--- config.mk ---
export PLATFORM = sky130hd
export DESIGN_NAME = alu_seq_flat
export DESIGN_NICKNAME = d
export VERILOG_FILES = /design/src/rtl/alu_seq_if.sv /design/src/rtl/alu_seq.sv /design/src/flat_wrapper.sv
export SDC_FILE = /design/constraint.sdc
export NUM_CORES = 1
export LEC_CHECK = 0
export ABC_CLOCK_PERIOD_IN_PS = 2500
export CAP_MARGIN = 25
export CORE_MARGIN = 2
export CORE_UTILIZATION = 50
export CTS_BUF_LIST = sky130_fd_sc_hd__clkbuf_8
export CTS_CLUSTER_DIAMETER = 50
export CTS_CLUSTER_SIZE = 8
export DETAILED_ROUTE_END_ITERATION = 8
export PLACE_DENSITY = 0.79
export SLEW_MARGIN = 15
export SYNTH_ARGS = -nofsm -noshare
export SYNTH_HDL_FRONTEND = slang
export SYNTH_SLANG_ARGS = --single-unit
--- constraint.sdc ---
create_clock -name clk -period 2.5 [get_ports clk]
set_input_delay 0.5 -clock clk [delete_from_list [all_inputs] [get_ports clk]]
set_output_delay 0.5 -clock clk [all_outputs]
set_load 0.01 [all_outputs]
--- src/rtl/alu_seq_if.sv ---
// Operand/result handshake bundle between the core's operand stage and alu_seq.
interface alu_seq_if #(
  parameter int WIDTH = 32
);
  logic             in_valid;
  logic             in_ready;
  logic [WIDTH-1:0] A;
  logic [WIDTH-1:0] B;
  logic [4:0]       OP;
  logic             out_valid;
  logic             out_ready;
  logic [WIDTH-1:0] C;
  logic             out_err;

  modport master (
    output in_valid, A, B, OP, out_ready,
    input  in_ready, out_valid, C, out_err
  );

  modport slave (
    input  in_valid, A, B, OP, out_ready,
    output in_ready, out_valid, C, out_err
  );
endinterface

--- src/rtl/alu_seq.sv ---
// Registered handshaked ALU: 1-cycle ops, WIDTH+1-cycle iterative mul/div, result held until taken.
// Define ALU_SEQ_MULDIV_EN to build OP 17-20; otherwise they report out_err like undefined opcodes.
module alu_seq #(
  parameter int WIDTH     = 32,
  parameter int LUI_SHIFT = 12
) (
  input logic      clk,
  input logic      rstn,
  alu_seq_if.slave bus
);
  localparam int SW = $clog2(WIDTH);
  localparam int CW = SW + 1;

  typedef enum logic [1:0] {IDLE, BUSY, DONE} state_t;

  state_t           state_q, state_d;
  logic             rdy_q;
  logic             in_rdy;
  logic             accept;
  logic             long_op;
  logic             last_iter;
  logic [WIDTH-1:0] c_q, c_d;
  logic             err_q, err_d;
  logic [WIDTH-1:0] alu_res;
  logic             alu_err;
  logic [WIDTH-1:0] md_res;
  logic [SW-1:0]    sh;

  assign accept = bus.in_valid && in_rdy;

  always_comb begin
    sh      = bus.B[SW-1:0];
    alu_res = '0;
    alu_err = 1'b0;
    case (bus.OP)
      5'd0:        alu_res = bus.A + bus.B;
      5'd1:        alu_res = bus.A - bus.B;
      5'd2:        alu_res = bus.A & bus.B;
      5'd3:        alu_res = bus.A | bus.B;
      5'd4, 5'd11: alu_res = {{(WIDTH-1){1'b0}}, bus.A < bus.B};
      5'd5:        alu_res = bus.A << sh;
      5'd6:        alu_res = bus.A ^ bus.B;
      5'd7:        alu_res = $signed(bus.A) >>> sh;
      5'd8:        alu_res = '0;
      5'd9:        alu_res = {{(WIDTH-1){1'b0}}, $signed(bus.A) >= $signed(bus.B)};
      5'd10:       alu_res = bus.A >> sh;
      5'd12:       alu_res = {{(WIDTH-1){1'b0}}, $signed(bus.A) < $signed(bus.B)};
      5'd13:       alu_res = bus.A << LUI_SHIFT;
      5'd14:       alu_res = {{(WIDTH-1){1'b0}}, bus.A != bus.B};
      5'd15:       alu_res = {{(WIDTH-1){1'b0}}, bus.A >= bus.B};
      5'd16:       alu_res = {{(WIDTH-1){1'b0}}, bus.A == bus.B};
      default:     alu_err = 1'b1;
    endcase
  end

`ifdef ALU_SEQ_MULDIV_EN
  logic [WIDTH-1:0] hi_q, lo_q, b_q, hi_d, lo_d;
  logic [4:0]       op_q;
  logic [CW-1:0]    cnt_q;
  logic [WIDTH:0]   sum, trial;
  logic             is_div;

  assign long_op   = (bus.OP >= 5'd17) && (bus.OP <= 5'd20);
  assign last_iter = (cnt_q == CW'(1));

  // hi/lo hold {product} for mul and {remainder, shifting dividend/quotient} for div
  always_comb begin
    is_div = (op_q == 5'd19) || (op_q == 5'd20);
    sum    = {1'b0, hi_q} + {1'b0, b_q};
    trial  = {hi_q, lo_q[WIDTH-1]} - {1'b0, b_q};
    if (is_div) begin
      if (!trial[WIDTH]) begin
        hi_d = trial[WIDTH-1:0];
        lo_d = {lo_q[WIDTH-2:0], 1'b1};
      end else begin
        hi_d = {hi_q[WIDTH-2:0], lo_q[WIDTH-1]};
        lo_d = {lo_q[WIDTH-2:0], 1'b0};
      end
    end else if (lo_q[0]) begin
      hi_d = sum[WIDTH:1];
      lo_d = {sum[0], lo_q[WIDTH-1:1]};
    end else begin
      hi_d = {1'b0, hi_q[WIDTH-1:1]};
      lo_d = {hi_q[0], lo_q[WIDTH-1:1]};
    end
    md_res = ((op_q == 5'd17) || (op_q == 5'd19)) ? lo_d : hi_d;
  end

  always_ff @(posedge clk or negedge rstn) begin
    if (!rstn) begin
      hi_q  <= '0;
      lo_q  <= '0;
      b_q   <= '0;
      op_q  <= '0;
      cnt_q <= '0;
    end else if (accept && long_op) begin
      hi_q  <= '0;
      lo_q  <= bus.A;
      b_q   <= bus.B;
      op_q  <= bus.OP;
      cnt_q <= CW'(WIDTH);
    end else if (state_q == BUSY) begin
      hi_q  <= hi_d;
      lo_q  <= lo_d;
      cnt_q <= cnt_q - CW'(1);
    end
  end
`else
  assign long_op   = 1'b0;
  assign last_iter = 1'b0;
  assign md_res    = '0;
`endif

  always_ff @(posedge clk or negedge rstn) begin
    if (!rstn) begin
      state_q <= IDLE;
      rdy_q   <= 1'b0;
    end else begin
      state_q <= state_d;
      rdy_q   <= 1'b1;
    end
  end

  always_comb begin
    state_d = state_q;
    case (state_q)
      IDLE: if (accept) state_d = long_op ? BUSY : DONE;
      BUSY: if (last_iter) state_d = DONE;
      DONE: if (bus.out_ready) state_d = accept ? (long_op ? BUSY : DONE) : IDLE;
      default: state_d = IDLE;
    endcase
  end

  always_comb begin
    in_rdy        = rdy_q && ((state_q == IDLE) || ((state_q == DONE) && bus.out_ready));
    bus.out_valid = (state_q == DONE);
  end

  always_comb begin
    c_d   = c_q;
    err_d = err_q;
    if (accept && !long_op) begin
      c_d   = alu_res;
      err_d = alu_err;
    end else if ((state_q == BUSY) && last_iter) begin
      c_d   = md_res;
      err_d = 1'b0;
    end
  end

  always_ff @(posedge clk or negedge rstn) begin
    if (!rstn) begin
      c_q   <= '0;
      err_q <= 1'b0;
    end else begin
      c_q   <= c_d;
      err_q <= err_d;
    end
  end

  assign bus.in_ready = in_rdy;
  assign bus.C        = c_q;
  assign bus.out_err  = err_q;
endmodule

--- src/flat_wrapper.sv ---
// flat-port wrapper written by rule: the top's interface ports become plain ports
module alu_seq_flat 
#(
  parameter int WIDTH     = 32,
  parameter int LUI_SHIFT = 12
)
  (clk, rstn, bus_in_valid, bus_A, bus_B, bus_OP, bus_out_ready, bus_in_ready, bus_out_valid, bus_C, bus_out_err);
  alu_seq_if #(.WIDTH(WIDTH)) bus_i ();
  input logic clk;
  input logic rstn;
  input wire logic [$bits(bus_i.in_valid)-1:0] bus_in_valid;
  input wire logic [$bits(bus_i.A)-1:0] bus_A;
  input wire logic [$bits(bus_i.B)-1:0] bus_B;
  input wire logic [$bits(bus_i.OP)-1:0] bus_OP;
  input wire logic [$bits(bus_i.out_ready)-1:0] bus_out_ready;
  output wire logic [$bits(bus_i.in_ready)-1:0] bus_in_ready;
  output wire logic [$bits(bus_i.out_valid)-1:0] bus_out_valid;
  output wire logic [$bits(bus_i.C)-1:0] bus_C;
  output wire logic [$bits(bus_i.out_err)-1:0] bus_out_err;
  assign bus_i.in_valid = bus_in_valid;
  assign bus_i.A = bus_A;
  assign bus_i.B = bus_B;
  assign bus_i.OP = bus_OP;
  assign bus_i.out_ready = bus_out_ready;
  assign bus_in_ready = bus_i.in_ready;
  assign bus_out_valid = bus_i.out_valid;
  assign bus_C = bus_i.C;
  assign bus_out_err = bus_i.out_err;
  alu_seq #(.WIDTH(WIDTH), .LUI_SHIFT(LUI_SHIFT)) u_core (.clk(clk), .rstn(rstn), .bus(bus_i));
endmodule
==> impl_results.html, run 1 <==
<table>
<tr><th>Metric</th><th>Value</th></tr>
<tr><th colspan="2">Status</th></tr>
<tr><td>Run Error</td><td>[ERROR GRT-0232] Routing congestion too high. Check the congestion heatmap in the GUI.</td></tr>
<tr><td>Stopping stage</td><td>global routing</td></tr>
<tr><td>Run status</td><td>aborted with a tool error</td></tr>
<tr><th colspan="2">Synthesis</th></tr>
<tr><td>Number of distinct library cells after synthesis</td><td>90</td></tr>
<tr><td>Synth Warn #</td><td>0</td></tr>
<tr><td>Syn Inst Count</td><td>roughly 1500</td></tr>
<tr><td>Synthesized net count</td><td>1664</td></tr>
<tr><td>Cell accounting for the most synthesized area</td><td>ha_1</td></tr>
<tr><td>Commonest cells in the synthesized netlist</td><td>146 x nor2_1, 132 x nand2_1, 116 x a21oi_1, 103 x ha_1, 93 x inv_1</td></tr>
<tr><td>Flip-flop cell with the highest count after synthesis</td><td>dfrtp_1</td></tr>
<tr><td>FF+latch count, synth</td><td>35</td></tr>
<tr><td>Dominant cell by count in the synthesized netlist</td><td>nor2_1</td></tr>
<tr><td>Portion of the post-synthesis area used by sequential elements</td><td>7.87%</td></tr>
<tr><td>Number of enable-type register cells in the synthesized netlist</td><td>0</td></tr>
<tr><td>Async S/R FF share, synth</td><td>100%</td></tr>
<tr><td>Leading cell types by total area after synthesis</td><td>ha_1 12%, mux4_2 9.3%, dfrtp_1 7.9%</td></tr>
<tr><td>Area of the mapped netlist</td><td>11100 µm²</td></tr>
<tr><td>Area share of the largest cell type after synthesis</td><td>11.6%</td></tr>
<tr><td>Post-Syn Area per Cell</td><td>7.49 µm²</td></tr>
<tr><th colspan="2">Global routing</th></tr>
<tr><td>Gr ovfl total</td><td>341</td></tr>
<tr><td>Maximum number of pins on one net before global-route repair</td><td>41</td></tr>
<tr><td>Gr usage total</td><td>86.7%</td></tr>
<tr><th colspan="2">Clock tree</th></tr>
<tr><td>Clock Root Buffer</td><td>clkbuf_8</td></tr>
<tr><td>Number of H-tree levels</td><td>2</td></tr>
<tr><td>Clock sink count</td><td>35</td></tr>
<tr><td>Cts bufs inserted</td><td>5</td></tr>
<tr><td>Largest buffer count on any clock path</td><td>2</td></tr>
<tr><td>Hold_buf cts</td><td>0</td></tr>
<tr><th colspan="2">Place</th></tr>
<tr><td>Buffers on Ports</td><td>107</td></tr>
<tr><td>HPWL after detailed placement</td><td>51300 µm</td></tr>
<tr><td>Total placed instance area</td><td>~17000 µm²</td></tr>
<tr><td>Final weighted congestion in routability-driven placement</td><td>between 1 and 1.5</td></tr>
<tr><th colspan="2">Die</th></tr>
<tr><td>Die Height</td><td>153 µm</td></tr>
<tr><td>Starting density of the core</td><td>51.0%</td></tr>
<tr><td>X dimension of the die</td><td>around 150 µm</td></tr>
<tr><td>Top-Level Pins</td><td>approximately 110</td></tr>
<tr><td>Row Count</td><td>54</td></tr>
<tr><th colspan="2">Timing</th></tr>
<tr><td>Worst_ep kind</td><td>sequential cell input</td></tr>
<tr><td>Worst EP post-GRT repair</td><td>u_core.bus.C[16]$_DFFE_PN0P_/D</td></tr>
</table>
layer usage:
layer  overflow  GRT usage (%)
met5          1           41.6
met4        142           90.2
met3         13           75.4
met2        171           99.5
met1         14           85.7
cells by family after synthesis:
logic type	after synthesis	share of synthesized area [%]
and+or+nand+nor	477	20.3
muxes	140	18.5
other	1	0.0337
xor gates and xnor gates	9	0.709
buffers and inverters	220	9.04
adders and majority gates	105	11.9
DFF	35	7.87
AOI/OAI and AO/OA	499	31.5
stage by stage:
step                setup WS (ns)  utilization [%]  std cells
detailed placement          -1.26             76.2       2329
floorplan                  -0.621                -       1486
global placement            -1.24             76.2       2329
CTS                        -0.191             87.7       2426
what timing repair did:
item                                   4_1_cts
endpoints found under the hold margin        0
pin swaps                                  138
buffers inserted                            95
resized for setup                          564
setup endpoints to repair                   32
cloned                                       1
==> run 2, diff against run 1 <==
- CORE_UTILIZATION: 50 -> 35
- CTS_BUF_LIST: sky130_fd_sc_hd__clkbuf_8 -> default
- CTS_CLUSTER_DIAMETER: 50 -> default
- CTS_CLUSTER_SIZE: 8 -> default
- PLACE_DENSITY: 0.79 -> default
- PLACE_DENSITY_LB_ADDON: default -> 0.15
==> run 2 against run 1 <==
The flow now finishes, with violations (negative setup slack); area after synthesis unchanged; synthesized cell count unchanged.
==> impl_results.html, run 2 <==
<table>
<tr><th>Metric</th><th>Value</th></tr>
<tr><th colspan="2">Status</th></tr>
<tr><td>Run status</td><td>complete, but fails checks (was aborted with a tool error)</td></tr>
<tr><td>Violated checks</td><td>negative setup slack</td></tr>
<tr><th colspan="2">Worst setup path</th></tr>
<tr><td>Req. time, crit path</td><td>2.70 ns</td></tr>
<tr><td>Data arrival, critical path</td><td>3.05 ns</td></tr>
<tr><td>Cell with the largest stage delay on the worst path</td><td>a221o_1</td></tr>
<tr><td>CP startpoint kind</td><td>input pin</td></tr>
<tr><td>Largest fanout on the critical path</td><td>4</td></tr>
<tr><td>Critical Path Sink Type</td><td>flop</td></tr>
<tr><td>Critical path start-end classification</td><td>input pin to flop</td></tr>
<tr><td>Worst path max stage delay</td><td>0.41 ns</td></tr>
<tr><td>Cells along the critical path</td><td>buf_12 -&gt; ha_4 -&gt; fa_2 -&gt; a21o_1 -&gt; a221o_1 -&gt; a21oi_2 -&gt; o21ai_4 -&gt; a41o_1 -&gt; a221o_1 -&gt; a221oi_2 -&gt; o21ai_1</td></tr>
<tr><td>Crit path top cell by count</td><td>a221o_1</td></tr>
<tr><th colspan="2">Timing</th></tr>
<tr><td>Setup TNS Final</td><td>-5.64 ns</td></tr>
<tr><td>PnR worst setup slack</td><td>-0.349 ns</td></tr>
<tr><td>Slew HR</td><td>58.4%</td></tr>
<tr><td>Setup repair after global routing missed its margin</td><td>true</td></tr>
<tr><td>Setup Skew</td><td>0.00920 ns</td></tr>
<tr><td>Share of the clock period used by the worst path</td><td>114%</td></tr>
<tr><td>Setup-violating endpoint count in the final report</td><td>30</td></tr>
<tr><td>Tightest Pin Transition</td><td>0.623 ns</td></tr>
<tr><td>Post-layout min period</td><td>2.85 ns</td></tr>
<tr><td>Final Slew Violations</td><td>0</td></tr>
<tr><td>Peak clock frequency supported by timing</td><td>~0.35 GHz</td></tr>
<tr><td>Hold Violations, Final</td><td>0</td></tr>
<tr><th colspan="2">Die</th></tr>
<tr><td>Top-Level Pins</td><td>108 (unchanged)</td></tr>
<tr><td>Row Count</td><td>65 (was 54)</td></tr>
<tr><td>Core region area</td><td>roughly 31000 µm²</td></tr>
<tr><td>Die Height</td><td>182 µm (was 153 µm)</td></tr>
<tr><td>X dimension of the die</td><td>182 µm (was 153 µm)</td></tr>
<tr><td>Starting density of the core</td><td>35.4% (was 51.0%)</td></tr>
<tr><td>Overall die area</td><td>33200 µm²</td></tr>
<tr><th colspan="2">Synthesis</th></tr>
<tr><td>Area of the mapped netlist</td><td>11100 µm² (unchanged)</td></tr>
<tr><td>Synth Warn #</td><td>0 (unchanged)</td></tr>
<tr><td>Dominant cell by count in the synthesized netlist</td><td>nor2_1 (unchanged)</td></tr>
<tr><td>Syn Inst Count</td><td>1486 (unchanged)</td></tr>
<tr><td>Leading cell types by total area after synthesis</td><td>ha_1 12%, mux4_2 9.3%, dfrtp_1 7.9% (unchanged)</td></tr>
<tr><td>Number of distinct library cells after synthesis</td><td>90 (unchanged)</td></tr>
<tr><td>Cell accounting for the most synthesized area</td><td>ha_1 (unchanged)</td></tr>
<tr><td>Flip-flop cell with the highest count after synthesis</td><td>dfrtp_1 (unchanged)</td></tr>
<tr><td>Async S/R FF share, synth</td><td>100% (unchanged)</td></tr>
<tr><td>Area share of the largest cell type after synthesis</td><td>11.6% (unchanged)</td></tr>
<tr><td>Synthesized net count</td><td>1664 (unchanged)</td></tr>
<tr><td>FF+latch count, synth</td><td>35 (unchanged)</td></tr>
<tr><td>Number of enable-type register cells in the synthesized netlist</td><td>0 (unchanged)</td></tr>
<tr><td>Portion of the post-synthesis area used by sequential elements</td><td>7.87% (unchanged)</td></tr>
<tr><td>Commonest cells in the synthesized netlist</td><td>146 x nor2_1, 132 x nand2_1, 116 x a21oi_1, 103 x ha_1, 93 x inv_1 (unchanged)</td></tr>
<tr><td>Post-Syn Area per Cell</td><td>7.49 µm² (unchanged)</td></tr>
<tr><th colspan="2">Cells and area</th></tr>
<tr><td>Layout Cells excl Fill</td><td>2607</td></tr>
<tr><td>Most common library cell in the layout ignoring fill and taps</td><td>buf_4</td></tr>
<tr><td>Relative area change from synthesis to final layout</td><td>87.5%</td></tr>
<tr><td>Commonest cells after routing, fill and taps aside</td><td>612 x buf_4, 126 x nor2_1, 118 x nand2_1, 84 x buf_6, 76 x a21oi_1</td></tr>
<tr><td>Flip-flop count of the largest register, all copies and words added</td><td>32</td></tr>
<tr><td>Count of nets after finishing</td><td>between 2000 and 2500</td></tr>
<tr><td>Fraction of layout instances using a drive strength above 1</td><td>a little under three fifths</td></tr>
<tr><th colspan="2">Clock tree</th></tr>
<tr><td>Clock sink count</td><td>35 (unchanged)</td></tr>
<tr><td>Worst-Skew Late Latency</td><td>0.32 ns</td></tr>
<tr><td>Number of H-tree levels</td><td>2 (unchanged)</td></tr>
<tr><td>Clock input transition at the sequential cells of the worst setup and hold paths</td><td>roughly 0.07 ns</td></tr>
<tr><td>Clock Root Buffer</td><td>clkbuf_16 (was clkbuf_8)</td></tr>
<tr><td>Largest buffer count on any clock path</td><td>2 (unchanged)</td></tr>
<tr><td>CTS tree</td><td>yes</td></tr>
<tr><td>Cts bufs inserted</td><td>5 (unchanged)</td></tr>
<tr><th colspan="2">Drt</th></tr>
<tr><td>DR DRC count</td><td>0</td></tr>
<tr><td>Detail-routed net length per standard cell</td><td>roughly 28 µm</td></tr>
<tr><td>Residual antenna-violating net count after detailed routing</td><td>0</td></tr>
<tr><td>Number of detailed-route iterations in the first pass</td><td>7</td></tr>
<tr><td>Total wire length</td><td>74100 µm</td></tr>
<tr><td>Via count normalized by instance count</td><td>6.24</td></tr>
<tr><td>Count of vias placed by the detailed router</td><td>about 16000</td></tr>
<tr><td>Iteration-0 DRC count of the detailed router</td><td>2067</td></tr>
<tr><th colspan="2">Worst hold path</th></tr>
<tr><td>Kind of path behind the tightest hold check</td><td>input pin to async pin</td></tr>
<tr><th colspan="2">Pwr</th></tr>
<tr><td>Internal portion of total power</td><td>between 3 and 4 mW</td></tr>
<tr><td>Combinational share of power</td><td>76.4%</td></tr>
<tr><td>Power density cells</td><td>288 nW/µm²</td></tr>
<tr><td>Switching portion of total power</td><td>45.9%</td></tr>
<tr><td>Share of total power in sequential cells</td><td>between 10 and 15%</td></tr>
<tr><td>Cell leakage power</td><td>~9.2 nW</td></tr>
<tr><td>Worst voltage drop across the vdd grid</td><td>between 0.0002 and 0.0003 V</td></tr>
<tr><td>Proportion of power drawn by the clock network</td><td>about 13%</td></tr>
<tr><td>Switching power total</td><td>2.75 mW</td></tr>
<tr><th colspan="2">Global routing</th></tr>
<tr><td>Gr ovfl total</td><td>0</td></tr>
<tr><td>Wire length of the first global-routing pass</td><td>106000 µm</td></tr>
<tr><td>Initial antenna violation count</td><td>2</td></tr>
<tr><td>Gr usage total</td><td>43.4%</td></tr>
<tr><td>Number of global-route vias before repair</td><td>16083</td></tr>
<tr><td>Maximum number of pins on one net before global-route repair</td><td>37</td></tr>
<tr><th colspan="2">Place</th></tr>
<tr><td>HPWL after detailed placement</td><td>56700 µm (was 51300 µm)</td></tr>
<tr><td>Instance count after placement with tap cells included</td><td>2472 (was 2329)</td></tr>
<tr><td>Buffers on Ports</td><td>107 (unchanged)</td></tr>
<tr><td>Final weighted congestion in routability-driven placement</td><td>1.02 (was 1.15)</td></tr>
<tr><th colspan="2">Flow run</th></tr>
<tr><td>Number of violations of the max-capacitance limit</td><td>0</td></tr>
</table>
[run 2: power groups by stage]
stage / logic, mW / registers [mW] / clock network (mW)
4_1_cts: 4.22 / 0.662 / 0.750
5_1_grt: 4.77 / 0.667 / 0.763
3_3_place_gp: 3.45 / 0.673 / 0
2_1_floorplan: 1.59 / 0.674 / 0
6_report: 4.58 / 0.666 / 0.750
3_5_place_dp: 3.46 / 0.673 / 0
[run 2: what timing repair did]
action	in CTS	in global routing
endpoints found under the setup margin	32	32
hold buffers	0	0
buffers inserted	94	46
resized for setup	629	161
cloned	4	0
pin swaps	167	124
endpoints found under the hold margin	0	0
[run 2: metal layers]
| metal | GRT usage, % | vias up | routed length (µm) |
|---|---|---|---|
| li1 | - | 7091 | - |
| met1 | 54.3 | 7841 | 28500 |
| met2 | 68.8 | 1061 | 32800 |
| met3 | 8.28 | 279 | 7170 |
| met4 | 27.7 | 0 | 5640 |
| met5 | 0 | - | 0 |
[run 2: critical path: cells and delay by family]
family	cells	cell delay [ns]
AO/OA/AOI/OAI	8	1.90
adder cells (fa/ha/maj)	2	0.53
buffers and inverters	1	0.11
[run 2: per-stage QoR]
step	util [%]	hold WS (ns)	total power, mW	instance area [µm²]	setup slack (ns)
floorplan	-	0.204	2.27	11400	-0.621
global placement	53.9	0.468	4.12	16900	-1.56
detailed placement	53.9	0.477	4.14	16900	-1.44
CTS	63.5	0.278	5.63	19900	-0.278
global route	66.4	0.308	6.20	20900	-0.421
finish	66.4	0.265	6.00	20900	-0.349
[run 2: kinds of logic after synthesis]
kind of cell	synth area share [%]
fa+ha+maj	11.9
other cells	0.0337
xor+xnor	0.709
simple gates	20.3
mux	18.5
buf+inv	9.04
compound gates	31.5
flops	7.87
[run 2: layout make-up]
class | instances | area, µm²
Antenna cell | 2 | 5.00
Clock buffer | 6 | 139
Clock inverter | 1 | 5.00
Fill cell | 2719 | 10500
Inverter | 94 | 403
Multi-Input combinational cell | 1231 | 11700
Sequential cell | 35 | 876
Tap cell | 402 | 503
Timing Repair Buffer | 836 | 7220
[run 2: final timing paths]
check                                    from                 end  slack [ns]  cells after the start
setup / recovery                     bus_B[0]    u_core.bus.C[16]       -0.35                     11
hold / removal                           rstn        u_core.rdy_q        0.26                      2
setup reg to reg            u_core.state_q[1]    u_core.bus.C[18]        0.49                      7
hold reg to reg            u_core.bus.out_err  u_core.bus.out_err        0.48                      2
max in group asynchronous                rstn     u_core.bus.C[7]        1.79                      2
min in group clk           u_core.bus.out_err  u_core.bus.out_err        0.48                      2
Note: power is estimated with default switching activity, not from simulation.
==> run 3, diff against run 2 <==
==> constraint.sdc (replaced) <==
create_clock -name clk -period 2.5 [get_ports clk]
set_input_delay 0.375 -clock clk [delete_from_list [all_inputs] [get_ports clk]]
set_output_delay 0.375 -clock clk [all_outputs]
set_load 0.01 [all_outputs]
==> run 3 against run 2 <==
Utilization is 3.5 points lower; clock power is 3% lower; total power is 4.3% lower; setup slack better by 0.13 ns; count of clock-buffer cells in the layout stayed put; worst hold slack worse by 0.23 ns; final area is 5.2% lower; clock skew is 0.0052 ns higher; the run still ends with negative setup slack left; largest cell class unchanged.
==> impl_results.html, run 3 (synthesis gave the netlist of run 2 again) <==
<table>
<tr><th>Metric</th><th>Value</th></tr>
<tr><th colspan="2">Timing</th></tr>
<tr><td>Peak clock frequency supported by timing</td><td>0.368 GHz (was 0.351 GHz)</td></tr>
<tr><td>Setup-violating endpoint count in the final report</td><td>20 (was 30)</td></tr>
<tr><td>PnR worst setup slack</td><td>-0.219 ns (was -0.349 ns)</td></tr>
<tr><td>Hold Violations, Final</td><td>0 (unchanged)</td></tr>
<tr><td>Slew HR</td><td>41.9% (was 58.4%)</td></tr>
<tr><td>Share of the clock period used by the worst path</td><td>109% (was 114%)</td></tr>
<tr><td>Tightest Pin Transition</td><td>0.865 ns (was 0.623 ns)</td></tr>
<tr><td>Setup Skew</td><td>0.0144 ns (was 0.00920 ns)</td></tr>
<tr><td>Setup TNS Final</td><td>-1.58 ns (was -5.64 ns)</td></tr>
<tr><td>Setup repair after global routing missed its margin</td><td>true (unchanged)</td></tr>
<tr><td>Final Slew Violations</td><td>0 (unchanged)</td></tr>
<tr><td>Post-layout min period</td><td>2.72 ns (was 2.85 ns)</td></tr>
<tr><th colspan="2">Place</th></tr>
<tr><td>Final weighted congestion in routability-driven placement</td><td>1.07 (was 1.02)</td></tr>
<tr><td>HPWL after detailed placement</td><td>56800 µm (was 56700 µm)</td></tr>
<tr><td>Buffers on Ports</td><td>107 (unchanged)</td></tr>
<tr><td>Instance count after placement with tap cells included</td><td>2480 (was 2472)</td></tr>
<tr><th colspan="2">Worst setup path</th></tr>
<tr><td>Crit path top cell by count</td><td>o211ai_1 (was a221o_1)</td></tr>
<tr><td>Cells along the critical path</td><td>buf_8 -&gt; inv_6 -&gt; ha_4 -&gt; o211ai_1 -&gt; o211ai_1 -&gt; and3_4 -&gt; o211ai_1 -&gt; a2111oi_2 -&gt; or4_1 -&gt; nand3_1 -&gt; a22oi_1 (was buf_12 -&gt; ha_4 -&gt; fa_2 -&gt; a21o_1 -&gt; a221o_1 -&gt; a21oi_2 -&gt; o21ai_4 -&gt; a41o_1 -&gt; a221o_1 -&gt; a221oi_2 -&gt; o21ai_1)</td></tr>
<tr><td>Data arrival, critical path</td><td>2.90 ns (was 3.05 ns)</td></tr>
<tr><td>Startpoint of the most critical register-to-register path</td><td>u_core.state_q[1] (unchanged)</td></tr>
<tr><td>CP delay by family, top</td><td>compound AO/OA/AOI/OAI gates (unchanged)</td></tr>
<tr><td>Largest fanout on the critical path</td><td>4 (unchanged)</td></tr>
<tr><td>Req. time, crit path</td><td>2.68 ns (was 2.70 ns)</td></tr>
<tr><td>Critical path start-end classification</td><td>input pin to flop (unchanged)</td></tr>
<tr><td>Cell with the largest stage delay on the worst path</td><td>o211ai_1 (was a221o_1)</td></tr>
<tr><td>Critical R2R Capture</td><td>u_core.bus.C[31] (was u_core.bus.C[18])</td></tr>
<tr><td>Worst path max stage delay</td><td>0.53 ns (was 0.41 ns)</td></tr>
<tr><td>Buffers and inverters on the worst path</td><td>2 (was 1)</td></tr>
<tr><td>Critical Path Sink Type</td><td>flop (unchanged)</td></tr>
<tr><td>Reg2reg setup slack</td><td>0.49 ns (about the same)</td></tr>
<tr><td>Number of cells on the worst reg-to-reg path</td><td>9 (was 7)</td></tr>
<tr><td>CP startpoint kind</td><td>input pin (unchanged)</td></tr>
<tr><th colspan="2">Cells and area</th></tr>
<tr><td>Layout Cells excl Fill</td><td>2596 (was 2607)</td></tr>
<tr><td>Count of nets after finishing</td><td>2371 (was 2381)</td></tr>
<tr><td>Final core utilization</td><td>63.0% (was 66.4%)</td></tr>
<tr><td>Relative area change from synthesis to final layout</td><td>77.7% (was 87.5%)</td></tr>
<tr><td>Fraction of layout instances using a drive strength above 1</td><td>52.5% (was 56.8%)</td></tr>
<tr><td>Filler Cell Count</td><td>2802 (was 2719)</td></tr>
<tr><td>Flip-flop count of the largest register, all copies and words added</td><td>32 (unchanged)</td></tr>
<tr><td>Commonest cells after routing, fill and taps aside</td><td>644 x buf_4, 139 x nor2_1, 128 x nand2_1, 85 x a21oi_1, 58 x buf_6 (was 612 x buf_4, 126 x nor2_1, 118 x nand2_1, 84 x buf_6, 76 x a21oi_1)</td></tr>
<tr><td>Most common library cell in the layout ignoring fill and taps</td><td>buf_4 (unchanged)</td></tr>
<tr><th colspan="2">Clock tree</th></tr>
<tr><td>Clock Root Buffer</td><td>clkbuf_16 (unchanged)</td></tr>
<tr><td>Clock sink count</td><td>35 (unchanged)</td></tr>
<tr><td>Cts bufs inserted</td><td>5 (unchanged)</td></tr>
<tr><td>CTS tree</td><td>yes (unchanged)</td></tr>
<tr><td>Number of H-tree levels</td><td>2 (unchanged)</td></tr>
<tr><td>Hold_buf cts</td><td>0 (unchanged)</td></tr>
<tr><td>Largest buffer count on any clock path</td><td>2 (unchanged)</td></tr>
<tr><td>Clock input transition at the sequential cells of the worst setup and hold paths</td><td>0.07 ns (about the same)</td></tr>
<tr><td>Worst-Skew Late Latency</td><td>0.33 ns (was 0.32 ns)</td></tr>
<tr><th colspan="2">Global routing</th></tr>
<tr><td>Gr ovfl total</td><td>0 (unchanged)</td></tr>
<tr><td>Wire length of the first global-routing pass</td><td>105000 µm (was 106000 µm)</td></tr>
<tr><td>Number of global-route vias before repair</td><td>16023 (was 16083)</td></tr>
<tr><td>Gr usage total</td><td>42.8% (was 43.4%)</td></tr>
<tr><td>Maximum number of pins on one net before global-route repair</td><td>41 (was 37)</td></tr>
<tr><td>Initial antenna violation count</td><td>2 (unchanged)</td></tr>
<tr><th colspan="2">Die</th></tr>
<tr><td>Starting density of the core</td><td>35.4% (unchanged)</td></tr>
<tr><td>Overall die area</td><td>33200 µm² (unchanged)</td></tr>
<tr><td>Core region area</td><td>31400 µm² (unchanged)</td></tr>
<tr><td>Top-Level Pins</td><td>108 (unchanged)</td></tr>
<tr><td>X dimension of the die</td><td>182 µm (unchanged)</td></tr>
<tr><td>Die Height</td><td>182 µm (unchanged)</td></tr>
<tr><td>Row Count</td><td>65 (unchanged)</td></tr>
<tr><th colspan="2">Drt</th></tr>
<tr><td>Routed met2 length</td><td>32200 µm (was 32800 µm)</td></tr>
<tr><td>Count of vias placed by the detailed router</td><td>16169 (was 16272)</td></tr>
<tr><td>DR DRC count</td><td>0 (unchanged)</td></tr>
<tr><td>Met3 WL</td><td>7500 µm (was 7170 µm)</td></tr>
<tr><td>Sum of routed wire segments on met1</td><td>28000 µm (was 28500 µm)</td></tr>
<tr><td>Via count normalized by instance count</td><td>6.23 (was 6.24)</td></tr>
<tr><td>Residual antenna-violating net count after detailed routing</td><td>0 (unchanged)</td></tr>
<tr><td>Detail-routed net length per standard cell</td><td>28.3 µm (was 28.4 µm)</td></tr>
<tr><td>Highest routing layer actually used</td><td>met5 (was met4)</td></tr>
<tr><td>Number of detailed-route iterations in the first pass</td><td>5 (was 7)</td></tr>
<tr><td>Iteration-0 DRC count of the detailed router</td><td>1795 (was 2067)</td></tr>
<tr><td>Total wire length</td><td>73500 µm (was 74100 µm)</td></tr>
<tr><th colspan="2">Worst hold path</th></tr>
<tr><td>Kind of path behind the tightest hold check</td><td>input pin to async pin (unchanged)</td></tr>
<tr><th colspan="2">Status</th></tr>
<tr><td>Run status</td><td>complete, but fails checks (unchanged)</td></tr>
<tr><td>Violated checks</td><td>negative setup slack (unchanged)</td></tr>
<tr><th colspan="2">Pwr</th></tr>
<tr><td>Power consumption</td><td>5.74 mW (was 6.00 mW)</td></tr>
<tr><td>Worst voltage drop across the vdd grid</td><td>0.000265 V (was 0.000271 V)</td></tr>
<tr><td>Cell leakage power</td><td>8.92 nW (was 9.19 nW)</td></tr>
<tr><td>Power density cells</td><td>290 nW/µm² (was 288 nW/µm²)</td></tr>
<tr><th colspan="2">Flow run</th></tr>
<tr><td>Number of violations of the max-capacitance limit</td><td>0 (unchanged)</td></tr>
</table>
## run 3: cell count changes in the layout (fill, tap and decap cells not counted), moves of 11 or more
| cell | change |
|---|---|
| buf_4 | +32 |
| mux2i_1 | +13 |
| nor2_1 | +13 |
| buf_12 | -15 |
| nor2_2 | -11 |
| buf_6 | -26 |
## run 3: final cells by class
class	instances	area (µm²)	share of cell area, %
multi-input cells	1231	11100	56.0
repair buffers	826	6780	34.3
well taps	402	503	2.54
clock inverters	1	5.00	0.0253
inverters	94	395	2.00
flip-flops and latches	35	876	4.43
clock buffers	6	139	0.703
diodes	1	2.50	0.0127
## run 3: per-stage QoR
stage	cell area (µm²)	hold slack (ns)	setup slack [ns]
after detailed placement	16900	0.378	-1.27
after global routing	19800	0.0575	-0.254
final	19800	0.0301	-0.219
after global placement	16900	0.374	-1.29
after floorplan	11400	0.0794	-0.496
after CTS	19200	0.0417	-0.113
## run 3: metal layers
layer / global-route usage (%) / up-vias
met5: 0 / -
met4: 27.8 / 2
met3: 9.08 / 298
met1: 52.8 / 7701
li1: - / 7075
met2: 67.8 / 1093
## run 3: timing repair
action                                 CTS  global route
endpoints found under the hold margin    0             0
setup endpoints to repair               32            31
pin swaps                              128            56
setup buffers                          100            15
gates cloned                             3             1
gates resized for setup                489           116
## run 3: worst reg2reg max path, delay by kind of cell (launching register included)
family | cells | cell delay (ns)
buffers and inverters | 1 | 0.20
DFF | 1 | 0.38
AOI/OAI and AO/OA | 4 | 0.72
and+or+nand+nor | 4 | 0.60
## run 3: worst max-delay path by stage
stage / start / to / slack (ns) / cells after the start
after floorplan: bus_B[3] / u_core.bus.C[16] / -0.50 / 14
after global placement: bus_A[9] / u_core.bus.C[0] / -1.29 / 13
after global routing: bus_B[0] / u_core.bus.C[22] / -0.25 / 13
final: bus_B[2] / u_core.bus.C[31] / -0.22 / 11
after CTS: bus_B[1] / u_core.bus.C[13] / -0.11 / 11
after detailed placement: bus_A[9] / u_core.bus.C[0] / -1.27 / 13
## run 3: power by group
| part | total [mW] | internal [mW] | switching [mW] | leakage, nW |
|---|---|---|---|---|
| logic | 4.34 | 2.11 | 2.24 | 8.37 |
| registers | 0.666 | 0.615 | 0.0514 | 0.474 |
| clock network | 0.731 | 0.392 | 0.338 | 0.0727 |
